===== src/rtl/alu_seq.sv =====
// Registered ALU with valid/ready handshakes on both sides. Arithmetic and logic ops
// resolve in one cycle; shifts and rotates step one bit per cycle under a two-state FSM.
module alu_seq #(
   parameter int WIDTH         = 8,
   parameter bit CIN_FROM_FLAG = 1'b0
) (
   input  logic             clk,
   input  logic             rst_n,
   input  logic             in_valid,
   output logic             in_ready,
   input  logic [WIDTH-1:0] a,
   input  logic [WIDTH-1:0] b,
   input  logic [3:0]       s,
   input  logic             c_in,
   output logic             out_valid,
   input  logic             out_ready,
   output logic [WIDTH-1:0] d,
   output logic             c_out,
   output logic             z,
   output logic             n,
   output logic             v,
   output logic             busy
);

   localparam int SHW = $clog2(WIDTH);

   typedef enum logic {IDLE = 1'b0, SHIFT = 1'b1} state_t;

   state_t           state_q, state_d;
   logic [WIDTH-1:0] work_q, work_d;
   logic [SHW-1:0]   cnt_q, cnt_d;
   logic             left_q, left_d;
   logic             rot_q, rot_d;
   logic             sar_q, sar_d;
   logic             out_valid_q, out_valid_d;
   logic [WIDTH-1:0] d_q, d_d;
   logic             c_q, c_d;
   logic             z_q, z_d;
   logic             n_q, n_d;
   logic             v_q, v_d;

   logic             accept;
   logic [SHW-1:0]   k;
   logic [WIDTH-1:0] bop;
   logic             cin;
   logic [WIDTH:0]   sum;
   logic [WIDTH-1:0] logic_res;
   logic [WIDTH-1:0] step_val;
   logic             step_bit;
   logic             load;
   logic [WIDTH-1:0] res;
   logic             res_c;
   logic             res_v;

   always_comb begin
      k        = b[SHW-1:0];
      in_ready = rst_n & (state_q == IDLE) & (~out_valid_q | out_ready);
      accept   = in_valid & in_ready;

      // SUB, INC and DEC all reuse the adder by choosing the second operand and carry-in.
      unique case (s[1:0])
         2'b00:   begin bop = b;        cin = CIN_FROM_FLAG ? c_q : c_in; end
         2'b01:   begin bop = ~b;       cin = 1'b1;                       end
         2'b10:   begin bop = '0;       cin = 1'b1;                       end
         default: begin bop = '1;       cin = 1'b0;                       end
      endcase
      sum = {1'b0, a} + {1'b0, bop} + {{WIDTH{1'b0}}, cin};

      unique case (s[1:0])
         2'b00:   logic_res = a & b;
         2'b01:   logic_res = a | b;
         2'b10:   logic_res = a ^ b;
         default: logic_res = ~a;
      endcase

      if (left_q) begin
         step_bit = work_q[WIDTH-1];
         step_val = {work_q[WIDTH-2:0], rot_q & work_q[WIDTH-1]};
      end else begin
         step_bit = work_q[0];
         step_val = {(rot_q & work_q[0]) | (sar_q & work_q[WIDTH-1]), work_q[WIDTH-1:1]};
      end

      state_d     = state_q;
      work_d      = work_q;
      cnt_d       = cnt_q;
      left_d      = left_q;
      rot_d       = rot_q;
      sar_d       = sar_q;
      out_valid_d = out_valid_q & ~out_ready;
      d_d         = d_q;
      c_d         = c_q;
      z_d         = z_q;
      n_d         = n_q;
      v_d         = v_q;
      load        = 1'b0;
      res         = a;
      res_c       = 1'b0;
      res_v       = 1'b0;

      unique case (state_q)
         IDLE: begin
            if (accept) begin
               unique case (s[3:2])
                  2'b00: begin
                     load  = 1'b1;
                     res   = sum[WIDTH-1:0];
                     res_c = sum[WIDTH];
                     res_v = (a[WIDTH-1] == bop[WIDTH-1]) & (sum[WIDTH-1] != a[WIDTH-1]);
                  end
                  2'b01: begin
                     load = 1'b1;
                     res  = logic_res;
                  end
                  default: begin
                     if (k == '0) begin
                        load = 1'b1;
                        res  = a;
                     end else begin
                        state_d = SHIFT;
                        work_d  = a;
                        cnt_d   = k;
                        left_d  = s[2];
                        rot_d   = (s[1:0] == 2'b01);
                        sar_d   = (s[1:0] == 2'b10) & ~s[2];
                     end
                  end
               endcase
            end
         end
         default: begin
            work_d = step_val;
            cnt_d  = cnt_q - SHW'(1);
            if (cnt_q == SHW'(1)) begin
               load    = 1'b1;
               res     = step_val;
               res_c   = step_bit;
               state_d = IDLE;
            end
         end
      endcase

      if (load) begin
         out_valid_d = 1'b1;
         d_d         = res;
         c_d         = res_c;
         v_d         = res_v;
         z_d         = (res == '0);
         n_d         = res[WIDTH-1];
      end
   end

   always_ff @(posedge clk) begin
      if (!rst_n) begin
         state_q     <= IDLE;
         work_q      <= '0;
         cnt_q       <= '0;
         left_q      <= 1'b0;
         rot_q       <= 1'b0;
         sar_q       <= 1'b0;
         out_valid_q <= 1'b0;
         d_q         <= '0;
         c_q         <= 1'b0;
         z_q         <= 1'b0;
         n_q         <= 1'b0;
         v_q         <= 1'b0;
      end else begin
         state_q     <= state_d;
         work_q      <= work_d;
         cnt_q       <= cnt_d;
         left_q      <= left_d;
         rot_q       <= rot_d;
         sar_q       <= sar_d;
         out_valid_q <= out_valid_d;
         d_q         <= d_d;
         c_q         <= c_d;
         z_q         <= z_d;
         n_q         <= n_d;
         v_q         <= v_d;
      end
   end

   assign out_valid = out_valid_q;
   assign d         = d_q;
   assign c_out     = c_q;
   assign z         = z_q;
   assign n         = n_q;
   assign v         = v_q;
   assign busy      = (state_q != IDLE);

endmodule


===== config.mk =====
export PLATFORM = sky130hd
export DESIGN_NAME = alu_seq
export DESIGN_NICKNAME = d
export VERILOG_FILES = /design/src/rtl/alu_seq.sv
export SDC_FILE = /design/constraint.sdc
export NUM_CORES = 1
export LEC_CHECK = 0
export ABC_AREA = 1
export CAP_MARGIN = 10
export CORE_MARGIN = 2
export CORE_UTILIZATION = 25
export DETAILED_ROUTE_END_ITERATION = 10
export PLACE_DENSITY_LB_ADDON = 0.25
export SETUP_SLACK_MARGIN = 0.2
export SLEW_MARGIN = 40
export SYNTH_ARGS = -nofsm -noshare
export SYNTH_HDL_FRONTEND = slang
export SYNTH_SLANG_ARGS = --single-unit

===== constraint.sdc =====
create_clock -name clk -period 6 [get_ports clk]
set_clock_uncertainty 0.2 [all_clocks]
set_input_delay 0.9 -clock clk [delete_from_list [all_inputs] [get_ports clk]]
set_output_delay 0.9 -clock clk [all_outputs]
set_load 0.01 [all_outputs]

==> results of run 1 <==
## synthesized netlist by cell type (all sizes together)
cell,n
nand2,106
o31ai,2
mux2i,3
o211ai,12
buf,9
o21a,1
nor2,28
or2,2
nand3,29
a31oi,4
clkbuf,5
fa,2
o22ai,1
o21bai,3
ha,29
inv,60
nor3,2
dfxtp,27
a21oi,53
a22oi,2
nand3b,1
o21ai,25
## path summary, 6_finish.rpt
check	cells past startpoint	to	start	slack (ns)
worst max-delay path	19	z$_SDFFE_PN0P_	s[0]	1.80
worst min-delay path	2	sar_q$_SDFFE_PN0P_	sar_q$_SDFFE_PN0P_	0.28
worst max register to register	8	z$_SDFFE_PN0P_	busy$_SDFF_PN0_	3.68
worst min register to register	2	sar_q$_SDFFE_PN0P_	sar_q$_SDFFE_PN0P_	0.28
## kinds of logic after synthesis
family / count (synthesis)
flip-flops: 27
AO/OA/AOI/OAI: 103
multiplexers: 3
buffers and inverters: 74
AND/OR/NAND/NOR: 168
adder cells (fa/ha/maj): 31
## cell usage in the layout, fill, tap and decap left out, types with 2 or more instances in the layout
cell	n
a21oi_1	51
inv_2	4
o21ai_1	4
nor3_1	2
ha_1	29
nand2_1	105
inv_1	55
mux2i_1	3
clkbuf_8	3
fa_1	2
a21oi_2	2
nand3_1	29
or2_2	2
o211ai_1	11
a31oi_1	4
o21ai_0	21
clkdlybuf4s50_1	39
o21bai_1	3
dfxtp_1	27
nor2_1	25
a22oi_1	2
nor2_2	2
## worst register-to-register path: cells and delay by family, from the launching register on
| family | cells | cell delay, ns |
|---|---|---|
| buffers and inverters | 1 | 0.23 |
| DFF | 1 | 0.63 |
| and+or+nand+nor | 5 | 0.92 |
| AOI/OAI and AO/OA | 2 | 0.29 |
## state kept, by name (all words and copies together) (netlist names)
| name | flops |
|---|---|
| left_q | 1 |
| d | 8 |
| v | 1 |
| z | 1 |
| sar_q | 1 |
| out_valid | 1 |
| cnt_q | 3 |
| busy | 1 |
| c_out | 1 |
| work_q | 8 |
| rot_q | 1 |
## power breakdown
part | leakage, nW | switching [W] | internal (W) | total, W
registers | 0.220 | 0.00000791 | 0.000188 | 0.000196
clock network | 0.0228 | 0.0000582 | 0.0000476 | 0.000106
logic | 1.16 | 0.000105 | 0.0000718 | 0.000177
total | 1.40 | 0.000171 | 0.000308 | 0.000478
## final cells by class
cell class | count | area [µm²]
Clock buffer | 4 | 45.0
Fill cell | 1086 | 6760
Inverter | 60 | 230
Multi-Input combinational cell | 305 | 1730
Sequential cell | 27 | 541
Tap cell | 133 | 166
Timing Repair Buffer | 39 | 390
## per-layer routing
metal | part of all wire, % | global-route usage [%] | wire length (µm) | vias up
met3 | 3.6 | 2.10 | 269 | 12
li1 | - | - | - | 1389
met2 | 46 | 24.0 | 3490 | 56
met1 | 49 | 18.3 | 3690 | 1258
met4 | 1.6 | 3.62 | 118 | 0
met5 | 0 | 0 | 0 | -
## metrics by stage
step                setup WS (ns)  hold slack (ns)
floorplan                    2.26            0.245
finish                       1.80            0.278
CTS                          1.80            0.277
global route                 1.43            0.304
global placement             1.58            0.256
detailed placement           1.53            0.263
==> results_dict.tcl, run 1 <==
set metrics [dict create \
    cts_sinks 27 \
    drc 0 \
    peakVddDrop_mv 0.0730 \
    startpoint_type "input port" \
    cts_tree "built" \
    synth_top_family_by_area "simple AND/OR/NAND/NOR gates" \
    clockBufferDepth 2 \
    fin_nets 492 \
    start_util_pct 26.0 \
    critical_path.endpoint_type "register" \
    grt_max_degree 23 \
    drive_gt1_share_pct 4.14 \
    routed_wirelength_um 7570 \
    cp_max_fo 17 \
    crit_slowest_cell "clkdlybuf4s50_1" \
    worst_pin_slew_ns 0.740 \
    synth-compound-area-share_pct 23.3 \
    yosysWarnings 0 \
    coreArea_um2 9860 \
    synth.avg_cell_area_um2 6.32 \
    gp_congestion 0.878 \
    rsz0062_at_grt "false" \
    setup_violations 0 \
    drv_cap 0 \
    netlist_area_um2 2570 \
    status "complete, no violations" \
    synth-simple-area-share_pct 27.2 \
    io_pins 40 \
    portBuffers 39 \
    setup-tns-final_ns 0 \
    htree_levels 1 \
    yosysTopAreaCellShare_pct 21.1 \
    area_growth_pct 20.8 \
    syn-instance-count 406 \
    hold_path_class "reg -> reg" \
    postCtsSetupBuffers 0 \
    row_count 36 \
    synth_fp_nets 462 \
    period_needed_ns 4.20 \
    ctsResizeCount 0 \
    place_area_um2 3060 \
    die_h_um 105 \
    power_density_nw_per_um2 154 \
    hold_buffers 0 \
    hold_viol_final 0 \
    num_antenna_cells 0 \
    drt_iter0_drc 154 \
    die_w_um 105 \
    grt_pass1_vias 2712 \
    crit_buf_inv 2 \
    root_buffer "clkbuf_8" \
    synthXorXnorAreaFrac_pct 0 \
    ys_seq_area_share_pct 21.1 \
    dp_cells 564 \
    period_share_pct 70.0 \
    dieArea_um2 11100 \
    firstDrtPassIters 4 \
    grt_pass1_wl_um 12900 \
    grt_use_total_pct 14.0 \
    maxSlewViolCount 0 \
    path_class "in -> reg" \
    ys_types 33 \
    crit_path_cell_trace "clkdlybuf4s50_1 > inv_1 > ha_1 > a21oi_1 > o21ai_0 > fa_1 > fa_1 > or2_2 > nand3_1 > nand2_1 > nand2_1 > nand2_1 > nand2_1 > nand3_1 > nor2_1 > nand2_1 > nor2_1 > nand2_1 > a21oi_2" \
    cp.arrival_ns 4.21 \
    viasPerCell 4.78 \
    synth_mux_area_share_pct 1.17 \
    fmaxAchievable_mhz 238 \
    synthTopCellsByArea "dfxtp_1 21%, nand2_1 15%, ha_1 14%, a21oi_1 9.9%, inv_1 8.0%" \
    antenna_found_initial 0 \
    finalCoreUtilization_pct 31.4 \
    cts_buffers 3 \
    grt_overflow 0 \
    ant_nets 0 \
    design_area_um2 3100 \
    wl_per_cell_um 13.3 \
    clk_pin_slew_worst_paths_ns 0.09 \
    ys_ff_latch 27 \
    required_ns 6.01 \
    dp_hpwl_um 5920 \
    p_leak_nw 1.40 \
    synth_fa_ha_area_share_pct 15.7 \
    vias 2715 \
    power_w 0.000479 \
    path_delay_family "adder cells" \
    max_stage_delay_ns 0.51 \
    yosys.area.top_type "dfxtp_1" \
    cpMostUsedCell "nand2_1" \
    fin_cells 568 \
    clock_latency_ns 0.27 \
    slew_headroom_pct 50.6 \
]
(Power assumes the default switching activity.)
==> run 2: changes to the inputs <==
==> constraint.sdc (replaced) <==
create_clock -name clk -period 4.2 [get_ports clk]
set_clock_uncertainty 0.2 [all_clocks]
set_input_delay 0.63 -clock clk [delete_from_list [all_inputs] [get_ports clk]]
set_output_delay 0.63 -clock clk [all_outputs]
set_load 0.01 [all_outputs]
==> run 2 against run 1 <==
Power up 46%. Combinational power increased by 45%. Setup slack got worse by 1.3 ns. Clock power rose by 51%. Sequential share of layout area decreased by 0.28 points. Critical endpoint unchanged. Largest cell class unchanged. Utilization is 0.51 points higher. Routed wire length up 0.16%. Worst hold slack got worse by 0.0011 ns. Flip-flop and latch count stayed put. First-iteration DRC count decreased by 31%. Critical path depth unchanged.
==> results_dict.tcl, run 2 (synthesis gave the netlist of run 1 again) <==
set metrics [dict create \
    critical_path.endpoint_type "register" \
    clockBufferDepth 2 \
    routed_wirelength_um 7580 \
    hold_viol_final 0 \
    viasPerCell 4.69 \
    path_class "in -> reg" \
    peakVddDrop_mv 0.105 \
    clock_latency_ns 0.28 \
    gp_congestion 0.864 \
    status "complete, no violations" \
    grt_overflow 0 \
    cp.arrival_ns 3.68 \
    power_density_nw_per_um2 222 \
    vias 2693 \
    period_share_pct 87.1 \
    die_w_um 105 \
    grt_max_degree 22 \
    cts_sinks 27 \
    antenna_found_initial 0 \
    ant_nets 0 \
    final_common_cell "nand2_1" \
    dieArea_um2 11100 \
    start_util_pct 26.0 \
    startpoint_type "input port" \
    fmaxAchievable_mhz 273 \
    layout_common_cells "105 x nand2_1, 55 x inv_1, 51 x a21oi_1" \
    portBuffers 39 \
    hold_buffers 0 \
    die_h_um 105 \
    dp_hpwl_um 5950 \
    worst_pin_slew_ns 0.619 \
    num_antenna_cells 0 \
    io_pins 40 \
    drc 0 \
    cts_buffers 3 \
    rsz0062_at_grt "false" \
    postCtsSetupBuffers 0 \
    grt_pass1_vias 2623 \
    drv_cap 0 \
    grt_use_total_pct 13.8 \
    row_count 36 \
    drive_gt1_share_pct 5.67 \
    drt_iter0_drc 107 \
    grt_pass1_wl_um 12800 \
    htree_levels 1 \
    p_leak_nw 1.44 \
    maxSlewViolCount 0 \
    cts_tree "built" \
    fin_nets 498 \
    setup_violations 0 \
    area_growth_pct 22.8 \
    root_buffer "clkbuf_8" \
    wl_per_cell_um 13.2 \
    clk_pin_slew_worst_paths_ns 0.11 \
    cp_max_fo 4 \
    finalCoreUtilization_pct 32.0 \
    required_ns 4.22 \
    ctsResizeCount 0 \
    slew_headroom_pct 58.6 \
    hold_path_class "reg -> reg" \
    period_needed_ns 3.66 \
    setup-tns-final_ns 0 \
    coreArea_um2 9860 \
    firstDrtPassIters 4 \
]
==> run 2: worst paths after layout <==
check | from | end | slack (ns) | depth (start not counted)
setup / recovery | s[0] | z$_SDFFE_PN0P_ | 0.54 | 19
hold / removal | sar_q$_SDFFE_PN0P_ | sar_q$_SDFFE_PN0P_ | 0.28 | 2
setup reg to reg | busy$_SDFF_PN0_ | z$_SDFFE_PN0P_ | 1.94 | 8
hold reg to reg | sar_q$_SDFFE_PN0P_ | sar_q$_SDFFE_PN0P_ | 0.28 | 2
==> run 2: layout make-up <==
class | count | area (µm²)
Clock buffer | 3 | 41.3
Multi-Input combinational cell | 305 | 1730
Clock inverter | 1 | 8.76
Fill cell | 1100 | 6710
Sequential cell | 27 | 541
Inverter | 60 | 230
Tap cell | 133 | 166
Timing Repair Buffer | 45 | 435
==> run 2: worst max-delay path: stages <==
cell and delay, ns:
clkdlybuf4s50_1 0.50, inv_1 0.08, ha_1 0.24, a21oi_1 0.14, o21ai_0 0.12, fa_1 0.45, fa_1 0.39, or2_2 0.30
nand3_1 0.07, nand2_1 0.06, nand2_1 0.05, nand2_1 0.05, nand2_1 0.08, nand3_1 0.08, nor2_1 0.12, nand2_1 0.06
nor2_1 0.09, nand2_1 0.07, a21oi_2 0.11
==> run 2: routing by layer <==
metal	routed length (µm)	vias up	track usage (%)
li1	-	1403	-
met1	3750	1242	18.4
met5	0	-	0
met4	38	0	2.00
met3	212	2	1.61
met2	3580	46	24.4
==> run 2: stage by stage <==
step | area, µm² | worst slack, ns | cells | power (W) | hold slack (ns)
floorplan | 2570 | 0.732 | 406 | 0.000445 | 0.245
finish | 3150 | 0.541 | 574 | 0.000698 | 0.277
CTS | 3150 | 0.512 | 574 | 0.000705 | 0.274
detailed placement | 3100 | 0.228 | 570 | 0.000543 | 0.259
global route | 3150 | 0.276 | 574 | 0.000753 | 0.305
global placement | 3100 | 0.287 | 570 | 0.000538 | 0.258
==> run 2: where the power goes <==
group,switching (W),internal [W]
Clock,0.0000907,0.0000698
Combinational,0.000151,0.000106
Sequential,0.0000116,0.000269
